==> src/rtl/ram_cbus_adapter.sv <==
// cbus request/response adapter in front of a single-port RAM.
// Sequences INCR/WRAP bursts one beat at a time and absorbs the RAM read latency.
module ram_cbus_adapter #(
    parameter int ADDR_WIDTH   = 10,
    parameter int DATA_WIDTH   = 64,
    parameter int READ_LATENCY = 0
) (
    input  logic                    clk,
    input  logic                    reset,
    input  logic                    req_valid,
    input  logic                    req_is_write,
    input  logic [63:0]             req_addr,
    input  logic [3:0]              req_len,
    input  logic                    req_burst,
    input  logic [DATA_WIDTH/8-1:0] req_strobe,
    input  logic [DATA_WIDTH-1:0]   req_data,
    output logic                    resp_ready,
    output logic                    resp_last,
    output logic [DATA_WIDTH-1:0]   resp_data,
    output logic                    ram_en,
    output logic [ADDR_WIDTH-1:0]   ram_addr,
    output logic [DATA_WIDTH/8-1:0] ram_strobe,
    output logic [DATA_WIDTH-1:0]   ram_wdata,
    input  logic [DATA_WIDTH-1:0]   ram_rdata
);

    typedef enum logic [1:0] {IDLE, ISSUE, WAIT, DONE} state_t;

    state_t                state, state_nx;
    logic [ADDR_WIDTH-1:0] base;
    logic [3:0]            len;
    logic                  burst;
    logic                  is_write;
    logic [3:0]            beat, beat_nx;
    logic [2:0]            cnt, cnt_nx;
    logic                  load;
    logic                  ack;
    logic                  last;
    logic [ADDR_WIDTH-1:0] len_mask;
    logic [ADDR_WIDTH-1:0] incr_addr;
    logic [ADDR_WIDTH-1:0] beat_addr;
    logic                  unused_addr_bits;

    assign unused_addr_bits = &{1'b0, req_addr[63:ADDR_WIDTH+3], req_addr[2:0]};

    // WRAP keeps the bits above the burst length fixed and lets the low bits roll over.
    assign len_mask  = ADDR_WIDTH'(len);
    assign incr_addr = base + ADDR_WIDTH'(beat);
    assign beat_addr = burst ? ((base & ~len_mask) | (incr_addr & len_mask)) : incr_addr;
    assign last      = (beat == len);

    always_ff @(posedge clk or posedge reset) begin
        if (reset) begin
            state    <= IDLE;
            base     <= '0;
            len      <= '0;
            burst    <= 1'b0;
            is_write <= 1'b0;
            beat     <= '0;
            cnt      <= '0;
        end else begin
            state <= state_nx;
            beat  <= beat_nx;
            cnt   <= cnt_nx;
            if (load) begin
                base     <= req_addr[ADDR_WIDTH+2:3];
                len      <= req_len;
                burst    <= req_burst;
                is_write <= req_is_write;
            end
        end
    end

    always_comb begin
        state_nx   = state;
        beat_nx    = beat;
        cnt_nx     = cnt;
        load       = 1'b0;
        ack        = 1'b0;
        resp_ready = 1'b0;
        resp_last  = 1'b0;
        resp_data  = '0;
        ram_en     = 1'b0;
        ram_addr   = '0;
        ram_strobe = '0;
        ram_wdata  = '0;

        case (state)
            IDLE: begin
                if (req_valid) begin
                    load     = 1'b1;
                    beat_nx  = '0;
                    state_nx = ISSUE;
                end
            end
            ISSUE: begin
                ram_addr = beat_addr;
                if (is_write) begin
                    ram_en     = 1'b1;
                    ram_strobe = req_strobe;
                    ram_wdata  = req_data;
                    ack        = 1'b1;
                end else if (READ_LATENCY == 0) begin
                    ack = 1'b1;
                end else begin
                    cnt_nx   = 3'(READ_LATENCY);
                    state_nx = WAIT;
                end
            end
            WAIT: begin
                ram_addr = beat_addr;
                cnt_nx   = cnt - 3'd1;
                ack      = (cnt == 3'd1);
            end
            DONE: begin
                state_nx = IDLE;
            end
            default: begin
                state_nx = IDLE;
            end
        endcase

        // Shared beat acknowledge for writes, zero-latency reads and the final wait cycle.
        if (ack) begin
            resp_ready = 1'b1;
            resp_last  = last;
            resp_data  = is_write ? '0 : ram_rdata;
            if (last) begin
                state_nx = DONE;
            end else begin
                beat_nx  = beat + 4'd1;
                state_nx = ISSUE;
            end
        end
    end

endmodule

==> config.mk <==
export PLATFORM = sky130hd
export DESIGN_NAME = ram_cbus_adapter
export DESIGN_NICKNAME = d
export VERILOG_FILES = /design/src/rtl/ram_cbus_adapter.sv
export SDC_FILE = /design/constraint.sdc
export NUM_CORES = 1
export LEC_CHECK = 0
export ABC_CLOCK_PERIOD_IN_PS = 4220
export BUFFER_PORTS_ARGS = -buffer_cell sky130_fd_sc_hd__buf_2
export CAP_MARGIN = 15
export CORE_AREA = 2 2 138 140
export DETAILED_ROUTE_END_ITERATION = 8
export DIE_AREA = 0 0 140 142
export GPL_TIMING_DRIVEN = 0
export HOLD_SLACK_MARGIN = 0.1
export PLACE_DENSITY = 0.39
export SETUP_SLACK_MARGIN = 0.4
export SYNTH_ARGS = -nofsm -noshare
export SYNTH_HDL_FRONTEND = slang
export SYNTH_SLANG_ARGS = --single-unit
==> constraint.sdc <==
create_clock -name clk -period 4.22 [get_ports clk]
set_clock_uncertainty 0.15 [all_clocks]
set_input_delay 0.422 -clock clk [delete_from_list [all_inputs] [get_ports clk]]
set_output_delay 0.422 -clock clk [all_outputs]
set_load 0.005 [all_outputs]
; ---- After elaboration in Yosys (flattened, before gate mapping)
; Cells that the tools add are included.
[op_classes]
n_addsub = 3
eq_ne = 6
mux = 23
n_bitwise = 4
reduce_logical = 4
[ops]
columns = op, n
row1 = 64-bit two-way mux, 4
row2 = 10-bit two-way mux, 2
row3 = 4-bit two-way mux, 4
row4 = 8-bit two-way mux, 2
row5 = 10-bit by 4-bit adder with 10-bit output, 1
row6 = 10-bit AND, 1
row7 = 10-bit by 4-bit AND with 10-bit output, 1
row8 = 4-bit NOT with 10-bit output, 1
row9 = 10-bit OR, 1
row10 = 1-bit two-way mux, 6
row11 = 2-bit two-way mux, 3
row12 = "4-bit by 1-bit adder with 4-bit output, second input constant", 1
row13 = "2-bit == test, second input constant", 2
row14 = 4-bit == test, 1
row15 = 2-bit case mux with 2 select lines, 1
row16 = "3-bit by 1-bit == test with 1-bit output, second input constant", 1
row17 = "3-bit inequality test, second input constant", 1
row18 = 3-bit nonzero test, 1
row19 = "3-bit by 1-bit subtractor with 3-bit output, second input constant", 1
row20 = "2-bit by 1-bit == test with 1-bit output, second input constant", 1
row21 = 2-bit logical NOT, 1
row22 = 1-bit case mux with 2 select lines, 1
row23 = 2-bit AND reduction, 1
row24 = 2-bit OR reduction, 1
[totals]
regBits = 25
inputBits = 209
output_inout_bits = 149
wordCells = 47

; ---- Longest topological paths before layout
; Gate-level depths: netlist of run 1.
[depth]
depth_word = 5
depth_mapped = 7
mapped_depth_nobuf = 7

; ---- Worst setup path before layout of run 1
; Ideal clock, no wire load.
[synth_path]
kind = flip-flop to output port
startpoint = register beat[0]
endpoint = output ram_addr[4]
arrival_time_ns = 1.682
t_required_ns = 3.648
setup_slack_ns = 1.966
stages_incl_launch_ff = 8
n_path_buf = 0
cell_sequence = dfrtp_1 -> ha_1 -> inv_1 -> fa_1 -> nor2b_1 -> o21ai_0 -> a21oi_1 -> mux2i_1
[synth_via]
elab_chain_len = 5
[synth_lines]
columns = item, line_no
row1 = from (decl), 34  ; logic [3:0] beat, beat_nx;
row2 = from (signal assigned), 63  ; beat <= beat_nx;
row3 = 10-bit by 4-bit adder with 10-bit output (*), 48  ; assign incr_addr = base + ADDR_WIDTH'(beat);
row4 = 10-bit by 4-bit AND with 10-bit output, 49  ; assign beat_addr = burst ? ((base & ~len_mask) | (incr_addr & len_mask)) : incr_addr;
row5 = 10-bit OR, 49
row6 = 10-bit two-way mux (*), 49
row7 = 10-bit two-way mux (*), 88  ; case (state)
row8 = to (decl), 21  ; output logic [ADDR_WIDTH-1:0] ram_addr,
; Every way passes the cells marked *; elsewhere a longest branch is shown, timed or not.

; ---- Worst setup path after layout of run 1
; Same ends and word-level chain as after synthesis.

==> results of run 1 <==
-- power by group through the flow --
stage | logic (mW) | clock network, mW | registers [mW]
CTS | 2.15 | 0.220 | 0.485
global placement | 2.13 | 0 | 0.482
finish | 2.11 | 0.214 | 0.480
floorplan | 1.27 | 0 | 0.444
detailed placement | 2.13 | 0 | 0.490
global route | 2.36 | 0.230 | 0.507
-- cells by family (layout without fill, tap and decap cells) --
kind of cell             after synthesis  after routing
AND/OR/NAND/NOR                      185            185
buffers and inverters                 36            345
multiplexers                          27             27
flip-flops                            25             25
AO/OA/AOI/OAI                         17             17
adder cells (fa/ha/maj)               13             13
XOR/XNOR                               7              7
-- worst paths after layout --
| path | end | slack, ps | cells after the start |
|---|---|---|---|
| setup reg to reg | beat[3]$_DFF_PP0_ | 2300 | 7 |
| setup / recovery | ram_addr[4] | 1310 | 8 |
| hold reg to reg | cnt[2]$_DFFE_PP0P_ | 310 | 1 |
| max in group asynchronous | len[3]$_DFFE_PP0P_ | 2980 | 4 |
| min in group asynchronous | base[3]$_DFFE_PP0P_ | 510 | 3 |
| hold / removal | base[2]$_DFFE_PP0P_ | 240 | 2 |
-- final cells by class --
class                   count  area (um^2)  share of cell area [%]
clock buffers               4         78.8                    1.75
multi-input cells         249         1780                    39.4
flip-flops and latches     25          626                    13.9
well taps                 234          293                    6.48
plain buffers              25          143                    3.16
repair buffers            305         1550                    34.4
inverters                  11         41.3                   0.914
-- metrics by stage --
step	cells	area, um^2
after detailed placement	847	4400
after floorplan	310	2590
after CTS	851	4480
after global placement	847	4400
after global routing	853	4520
final	853	4520
-- timing repair --
action                    CTS  global route
gates resized for setup     0             0
hold endpoints to repair    0             5
hold buffers                0             1
-- routing by layer --
metal / GRT usage (%) / vias up
met5: 0 / -
met4: 1.91 / 0
met3: 1.68 / 6
met2: 19.7 / 176
met1: 11.6 / 1506
li1: - / 1662
-- synth_stat cells --
master,count,area (um^2)
o21ai_4,1,16.3
nand3_1,2,10.0
o21a_1,1,7.51
nand4_1,3,18.8
nor2_1,1,3.75
and2_1,65,407
a21oi_1,4,20.0
fa_1,1,20.0
nor3_1,1,5.00
o22ai_1,1,6.26
ha_1,12,150
a21oi_2,1,8.76
buf_6,6,67.6
o211a_1,1,10.0
mux2_2,16,180
nand2b_1,9,56.3
xor2_1,2,17.5
buf_2,3,15.0
nand2_2,1,6.26
inv_1,10,37.5
inv_2,1,3.75
nor2_8,1,20.0
a211o_1,2,17.5
and3_1,72,450
nand2_1,17,63.8
xnor2_1,5,43.8
a21o_1,2,15.0
nor2b_1,9,56.3
nor3b_1,2,15.0
and3b_4,1,12.5
o21ai_0,3,15.0
clkbuf_1,16,60.1
o211ai_1,1,7.51
mux2i_1,11,110
or4bb_1,1,11.3
dfrtp_1,25,626
-- sequential cells by signal (all words and copies together), names as in the netlist --
signal / count
base: 10
burst: 1
state: 2
beat: 4
is_write: 1
len: 4
cnt: 3
-- worst max-delay path, stage by stage, from the launching register on --
cell and delay (ps):
dfrtp_1 450, ha_1 250, inv_1 70, fa_1 380, nor2b_1 170, o21ai_0 170
a21oi_1 220, mux2i_1 240, buf_2 140
==> results.py, run 1 <==
metrics = {
    "sta": {
        "tns_ps": 0,
        "slew_violations": 0,
        "hold_viol": 0,
        "setup_slack_ps": 1310,
        "max_freq_mhz": 344,
        "finalCritPeriodShare_pct": 68.9,
        "max_slew_margin_pct": 67.4,
        "fin_crit_ps": 2910,
        "tightest_slew_ps": 489,
        "rsz0062_at_grt": "no",
        "hold_ws_ps": 240,
        "setup_viol": 0,
    },
    "power": {
        "p_leak_nw": 2.78,
        "power.internal_mw": 1.58,
        "p_switching_mw": 1.23,
        "total_power_mw": 2.80,
        "powerDensity_mw_per_mm2": 620,
        "clkPwrFrac_pct": 7.6,
        "power_frac_seq_pct": 17.1,
        "power_frac_comb_pct": 75.3,
        "switching_share_pct": 43.7,
        "vdd_drop_max_uv": 189,
    },
    "setup_path": {
        "path_class": "reg2out",
        "rr_startpoint": "state[0]$_DFFE_PP0P_",
        "critPathCaptureType": "output port",
        "critPathLaunch": "beat[0]$_DFF_PP0_",
        "arrival_ps": 2340,
        "path_max_fanout": 6,
        "start_kind": "flop",
        "cp.required_ps": 3650,
    },
    "routing": {
        "dr_wl_met3_um": 668,
        "drt-total-wl_um": 11200,
        "drt_pass1_iterations": 8,
        "ant_nets": 0,
        "top_layer_used": "met4",
        "drc": 9,
        "drt_iter0_markers": 71,
        "route.met2.wl_um": 6060,
        "via_count": 3350,
        "avgRoutedWirePerCell_um": 13.1,
        "wl_met1_um": 4340,
        "via_per_inst": 3.93,
    },
    "logic_synthesis": {
        "synth.area.mux_share_pct": 11.2,
        "synth_nets": 532,
        "yosys_warnings": 0,
        "netlist_area_mm2": 0.00259,
        "synth_top_family_by_area": "simple AND/OR/NAND/NOR gates",
        "avgSynthCellArea_um2": 8.36,
        "synth-xor-area-share_pct": 2.37,
        "synth-adder-area-share_pct": 6.57,
        "ys_types": 36,
        "ys_seq_elements": 25,
        "netlist_instances": 310,
        "synth_compound_area_share_pct": 4.78,
        "synth-simple-area-share_pct": 43.8,
        "yosysSeqAreaShare_pct": 24.1,
    },
    "min_path": {
        "worstHoldStart": "req_addr[5]",
        "hp-class": "in2reg",
    },
    "run_status": {
        "run_status": "finished, violations left",
        "violations": "DRC",
    },
    "layout": {
        "mostFrequentLayoutCell": "buf_2",
        "layout_common_cells": "306 x buf_2, 72 x and3_1, 65 x and2_1",
        "fill_cells": 2039,
        "antenna_cells": 0,
        "nNetsFinal": 842,
        "area.growth.synth_to_final_pct": 74.3,
        "drive_gt1_share_pct": 54.6,
        "utilization_pct": 24.5,
    },
    "clocking": {
        "htree_levels": 1,
        "numCtsBuffers": 3,
        "cts_sinks": 25,
        "cts-root-buf": "clkbuf_16",
        "clock_path_buffers": 2,
        "cts_tree": "built",
        "insertion_delay_ps": 260,
        "path_clk_slew_ps": 70,
        "postCtsSetupRepairBufs": 0,
    },
    "floorplanning": {
        "die_h_um": 142,
        "dieArea_mm2": 0.0199,
        "rows": 50,
        "dieWidth_um": 140,
        "ios": 358,
        "initial_core_util_pct": 14.0,
        "core_area_mm2": 0.0185,
    },
    "global_route": {
        "grt_pass1_wl_um": 16400,
        "grt_pass1_vias": 3414,
        "grt_max_degree": 26,
        "globalRouteTotalUtil_pct": 10.1,
        "antenna_found_initial": 0,
        "grt_overflow": 0,
    },
    "placement": {
        "port_buffers": 303,
        "place_ws_ps": 1580,
        "hpwlAfterDp_um": 9660,
        "place.gp.congestion": 0.840,
    },
    "run": {
        "drv_cap": 0,
    },
}
Note: power is estimated with default switching activity, not from simulation.
==> run 2: changes to the inputs <==
ABC_CLOCK_PERIOD_IN_PS = 2990   (was 4220)
clock period = 2.99 ns   (was 4.22 ns; I/O delays follow)
==> run 2 against run 1 <==
Sequential cell count stayed put. Worst setup slack worse by 860 ps. Critical path depth is 2 lower. Cell area is 1.8% higher. Largest power group unchanged. Global-route usage hardly changed. Register-to-register slack worse by 1200 ps. Sequential share of layout area is 0.22 points lower. Die area stayed put. The flow still finishes with violations (DRC). Clock-buffer cell count stayed put.
==> results.py, run 2 (synthesis results as in run 1) <==
metrics = {
    "run_status": {
        "run_status": "finished, violations left",
        "violations": "DRC",
    },
    "layout": {
        "multi_input_area_mm2": 0.00184,
        "fill_cells": 2024,
        "layout_common_cells": "306 x buf_2, 72 x and3_1, 65 x and2_1",
        "mostFrequentLayoutCell": "buf_2",
        "regArea_um2": 627,
        "largest_reg_flops": 10,
        "drive_gt1_share_pct": 57.5,
        "top_regs": "base (10), beat (4), len (4)",
        "stdcell_area_mm2": 0.00460,
        "antenna_cells": 0,
        "top_register": "base",
        "nNetsFinal": 844,
        "area.growth.synth_to_final_pct": 77.5,
    },
    "floorplanning": {
        "core_area_mm2": 0.0185,
        "initial_core_util_pct": 14.0,
        "die_h_um": 142,
        "rows": 50,
        "dieArea_mm2": 0.0199,
        "ios": 358,
        "dieWidth_um": 140,
    },
    "clocking": {
        "htree_levels": 1,
        "cts_sinks": 25,
        "cts_tree": "built",
        "path_clk_slew_ps": 70,
        "numCtsBuffers": 3,
        "insertion_delay_ps": 260,
        "clock_path_buffers": 2,
        "cts-root-buf": "clkbuf_16",
    },
    "sta": {
        "fin_crit_ps": 2540,
        "rsz0062_at_grt": "yes",
        "hold_viol": 0,
        "setup_viol": 0,
        "tightest_slew_ps": 348,
        "finalCritPeriodShare_pct": 84.8,
        "max_slew_margin_pct": 76.8,
        "tns_ps": 0,
        "hold_ws_ps": 115,
        "slew_violations": 0,
        "max_freq_mhz": 394,
    },
    "routing": {
        "via_count": 3369,
        "drt_pass1_iterations": 8,
        "drt_iter0_markers": 62,
        "drt-total-wl_um": 11400,
        "via_per_inst": 3.94,
        "avgRoutedWirePerCell_um": 13.3,
        "ant_nets": 0,
        "drc": 9,
    },
    "setup_path": {
        "crit_chain": "ha_1 -> o21a_1 -> a21oi_4 -> or4bb_1 -> o21ai_0 -> buf_2",
        "path_buf_inv": 1,
        "path_class": "reg2out",
        "path_max_fanout": 6,
        "arrival_ps": 2090,
        "critPathCaptureType": "output port",
        "start_kind": "flop",
        "cp_slowest_stage_delay_ps": 480,
        "cp.required_ps": 2540,
        "crit_family": "simple AND/OR/NAND/NOR gates",
        "cp_slowest_cell": "or4bb_1",
    },
    "placement": {
        "port_buffers": 303,
        "hpwlAfterDp_um": 9660,
        "place.gp.congestion": 0.840,
        "placed_cell_area_mm2": 0.00440,
    },
    "power": {
        "switching_share_pct": 43.7,
        "vdd_drop_max_uv": 275,
        "clkPwrFrac_pct": 7.4,
        "total_power_mw": 4.08,
        "p_switching_mw": 1.78,
        "power_frac_comb_pct": 75.9,
        "power_frac_seq_pct": 16.7,
        "power.internal_mw": 2.29,
        "powerDensity_mw_per_mm2": 887,
        "p_leak_nw": 2.80,
    },
    "global_route": {
        "globalRouteTotalUtil_pct": 10.1,
        "grt_pass1_wl_um": 16500,
        "grt_overflow": 0,
        "antenna_found_initial": 0,
        "grt_pass1_vias": 3421,
        "grt_max_degree": 26,
    },
    "min_path": {
        "hp-class": "in2reg",
    },
    "run": {
        "drv_cap": 0,
    },
}
-- run 2: through the flow --
step | util [%] | instances | setup WS, ps
6_report | 24.9 | 855 | 454
5_1_grt | 24.9 | 855 | 353
4_1_cts | 24.4 | 852 | 357
3_5_place_dp | 23.8 | 847 | 471
3_3_place_gp | 23.8 | 847 | 491
2_1_floorplan | - | 310 | 859
-- run 2: worst reg2reg max path, cell delays in order, from the launching register on --
cell     delay, ps
dfrtp_1        420
inv_2           80
ha_2           230
and3b_4        200
o21ai_4        270
inv_2          110
nand2_2        120
mux2i_1        210
-- run 2: per-layer routing --
layer	track usage [%]	vias up	routed length, um
li1	-	1665	-
met1	11.6	1532	4450
met2	19.7	166	6130
met3	1.68	6	637
met4	1.91	0	138
met5	0	-	0
-- run 2: worst paths after layout --
| kind | from | end | slack (ps) | cells after the start |
|---|---|---|---|---|
| max | beat[2]$_DFF_PP0_ | ram_addr[5] | 450 | 6 |
| min | req_addr[5] | base[2]$_DFFE_PP0P_ | 120 | 2 |
| max reg2reg | state[0]$_DFFE_PP0P_ | beat[0]$_DFF_PP0_ | 1130 | 7 |
| min reg2reg | cnt[2]$_DFFE_PP0P_ | cnt[2]$_DFFE_PP0P_ | 310 | 1 |
| max in group asynchronous | reset | beat[0]$_DFF_PP0_ | 1870 | 4 |
| min in group asynchronous | reset | base[2]$_DFFE_PP0P_ | 390 | 3 |
-- run 2: layout make-up --
class | count | share of cell area (%)
well taps | 234 | 6.37
plain buffers | 25 | 3.24
repair buffers | 307 | 34.1
multi-input cells | 249 | 40.0
inverters | 11 | 0.898
clock buffers | 4 | 1.71
flip-flops and latches | 25 | 13.6
-- run 2: power groups by stage --
stage / registers, mW / logic [mW] / clock network, mW
floorplan: 0.627 / 1.80 / 0
global placement: 0.680 / 3.00 / 0
detailed placement: 0.691 / 3.01 / 0
CTS: 0.678 / 3.06 / 0.311
global route: 0.715 / 3.45 / 0.324
finish: 0.679 / 3.10 / 0.302
-- run 2: what timing repair did --
action / in CTS / in global routing
endpoints found under the setup margin: 58 / 79
setup buffers: 1 / 1
endpoints found under the hold margin: 0 / 5
gates resized for setup: 6 / 19
pin swaps: 0 / 4
hold buffers: 0 / 1
==> run 3: changes to the inputs <==
ABC_CLOCK_PERIOD_IN_PS = 2500   (was 2990)
clock period = 2.5 ns   (was 2.99 ns; I/O delays follow)
==> run 3 against run 2 <==
The flow still finishes with violations (DRC). Cell count grew 4.3%. Utilization grew 5.6 points. Worst setup slack lost 360 ps. Sequential share of layout area shrank 2.4 points. Combinational power is 73% higher. Die area did not move. Worst hold slack got worse by 16 ps. Global-route usage grew 0.93 points. Sequential power grew 22%. Clock-buffer cell count stayed put. Largest cell class is now non-clock buffers.
==> results.py, run 3 (synthesis results as in run 1) <==
metrics = {
    "sta": {
        "max_freq_mhz": 416,
        "finalCritPeriodShare_pct": 96.3,
        "slew_violations": 0,
        "hold_ws_ps": 99.1,
        "hold_viol": 0,
        "rsz0062_at_grt": "yes",
        "tns_ps": 0,
        "setup_viol": 0,
        "setup_slack_ps": 93.4,
        "max_slew_margin_pct": 76.8,
        "fin_crit_ps": 2410,
        "tightest_slew_ps": 348,
    },
    "clocking": {
        "cts_tree": "built",
        "htree_levels": 1,
        "insertion_delay_ps": 260,
        "cts_sinks": 25,
        "numCtsBuffers": 3,
        "clock_path_buffers": 2,
        "cts-root-buf": "clkbuf_16",
        "path_clk_slew_ps": 70,
    },
    "layout": {
        "instances_no_fill": 892,
        "nNetsFinal": 881,
        "largest_reg_flops": 10,
        "area.growth.synth_to_final_pct": 118,
        "utilization_pct": 30.6,
        "mostFrequentLayoutCell": "buf_2",
        "top_register": "base",
        "drive_gt1_share_pct": 69.9,
        "layout_common_cells": "246 x buf_2, 79 x buf_6, 72 x and3_1",
        "top_regs": "base (10), beat (4), len (4)",
        "antenna_cells": 0,
    },
    "floorplanning": {
        "dieArea_mm2": 0.0199,
        "rows": 50,
        "die_h_um": 142,
        "ios": 358,
        "core_area_mm2": 0.0185,
        "initial_core_util_pct": 14.0,
        "dieWidth_um": 140,
    },
    "routing": {
        "drt_pass1_iterations": 8,
        "via_per_inst": 4.02,
        "drt-total-wl_um": 12700,
        "avgRoutedWirePerCell_um": 14.3,
        "ant_nets": 0,
        "drc": 9,
        "via_count": 3590,
        "drt_iter0_markers": 50,
    },
    "global_route": {
        "globalRouteTotalUtil_pct": 11.0,
        "grt_pass1_wl_um": 17900,
        "antenna_found_initial": 0,
        "grt_pass1_vias": 3695,
        "grt_overflow": 0,
        "grt_max_degree": 26,
    },
    "power": {
        "p_leak_nw": 3.22,
        "clkPwrFrac_pct": 5.5,
        "vdd_drop_max_uv": 372,
        "switching_share_pct": 39.0,
        "powerDensity_mw_per_mm2": 1160,
        "power_frac_seq_pct": 12.7,
        "p_switching_mw": 2.55,
        "power_frac_comb_pct": 81.8,
        "power.internal_mw": 3.99,
    },
    "min_path": {
        "hp-class": "in2reg",
    },
    "setup_path": {
        "start_kind": "flop",
        "critPathCaptureType": "output port",
        "path_class": "reg2out",
        "arrival_ps": 2010,
        "cp.required_ps": 2100,
        "path_max_fanout": 3,
    },
    "run_status": {
        "violations": "DRC",
        "run_status": "finished, violations left",
    },
    "placement": {
        "place.gp.congestion": 0.840,
        "place_ws_ps": 30.2,
        "numPlacedInstances": 847,
        "port_buffers": 303,
        "hpwlAfterDp_um": 9660,
    },
    "run": {
        "drv_cap": 0,
    },
}
==> run 3: changes by cell type in the layout (fill, tap and decap cells not counted), sizes merged <==
cell / previous run / this run
dlygate4sd3: 1 / 15
buf: 315 / 345
nor2: 2 / 3
clkbuf: 20 / 12
==> run 3: path summary, 6_finish.rpt <==
kind / slack, ps / depth (start not counted) / startpoint / to
max: 90 / 8 / base[0]$_DFFE_PP0P_ / ram_addr[8]
min in group asynchronous: 340 / 3 / reset / base[3]$_DFFE_PP0P_
min: 100 / 2 / req_is_write / is_write$_DFFE_PP0P_
max reg2reg: 630 / 9 / state[0]$_DFFE_PP0P_ / beat[3]$_DFF_PP0_
min reg2reg: 320 / 1 / cnt[2]$_DFFE_PP0P_ / cnt[2]$_DFFE_PP0P_
max in group asynchronous: 1430 / 4 / reset / is_write$_DFFE_PP0P_
==> run 3: power by group through the flow <==
stage	Clock [mW]	Combinational, mW	Sequential, mW
after floorplan	0	2.15	0.750
after global placement	0	3.59	0.813
after detailed placement	0	3.60	0.827
after CTS	0.372	4.72	0.837
after global routing	0.391	5.82	0.866
final	0.361	5.35	0.828
==> run 3: repair_timing <==
action,in CTS,in global routing
gates resized for setup,117,87
endpoints found under the setup margin,149,113
pin swaps,70,22
buffers inserted,14,4
gates cloned,7,0
endpoints found under the hold margin,14,5
hold buffers,14,1
==> run 3: metal layers <==
metal | vias up | GRT usage (%) | part of all wire, %
met5 | - | 0 | 0
li1 | 1743 | - | -
met4 | 0 | 2.29 | 1.6
met2 | 168 | 21.6 | 56
met3 | 12 | 1.68 | 5.2
met1 | 1667 | 12.7 | 37
==> run 3: final cells by class <==
class,count,area (um^2)
Fill cell,1958,12800
Timing Repair Buffer,343,2290
Multi-Input combinational cell,250,2090
Sequential cell,25,633
Tap cell,234,293
Buffer,25,219
Clock buffer,4,78.8
Inverter,11,41.3
==> run 3: per-stage QoR <==
stage          power, mW  cell area [um^2]
3_3_place_gp        4.41              4400
5_1_grt             7.08              5640
6_report            6.54              5640
4_1_cts             5.93              5240
3_5_place_dp        4.43              4400
2_1_floorplan       2.90              2590
==> run 3: worst max-delay path, cell delays in order (launching register included) <==
cell	delay (ps)
dfrtp_1	410
ha_4	160
inv_2	30
fa_2	370
nor2b_4	170
o21ai_4	90
a21oi_2	160
mux2i_1	230
buf_2	140
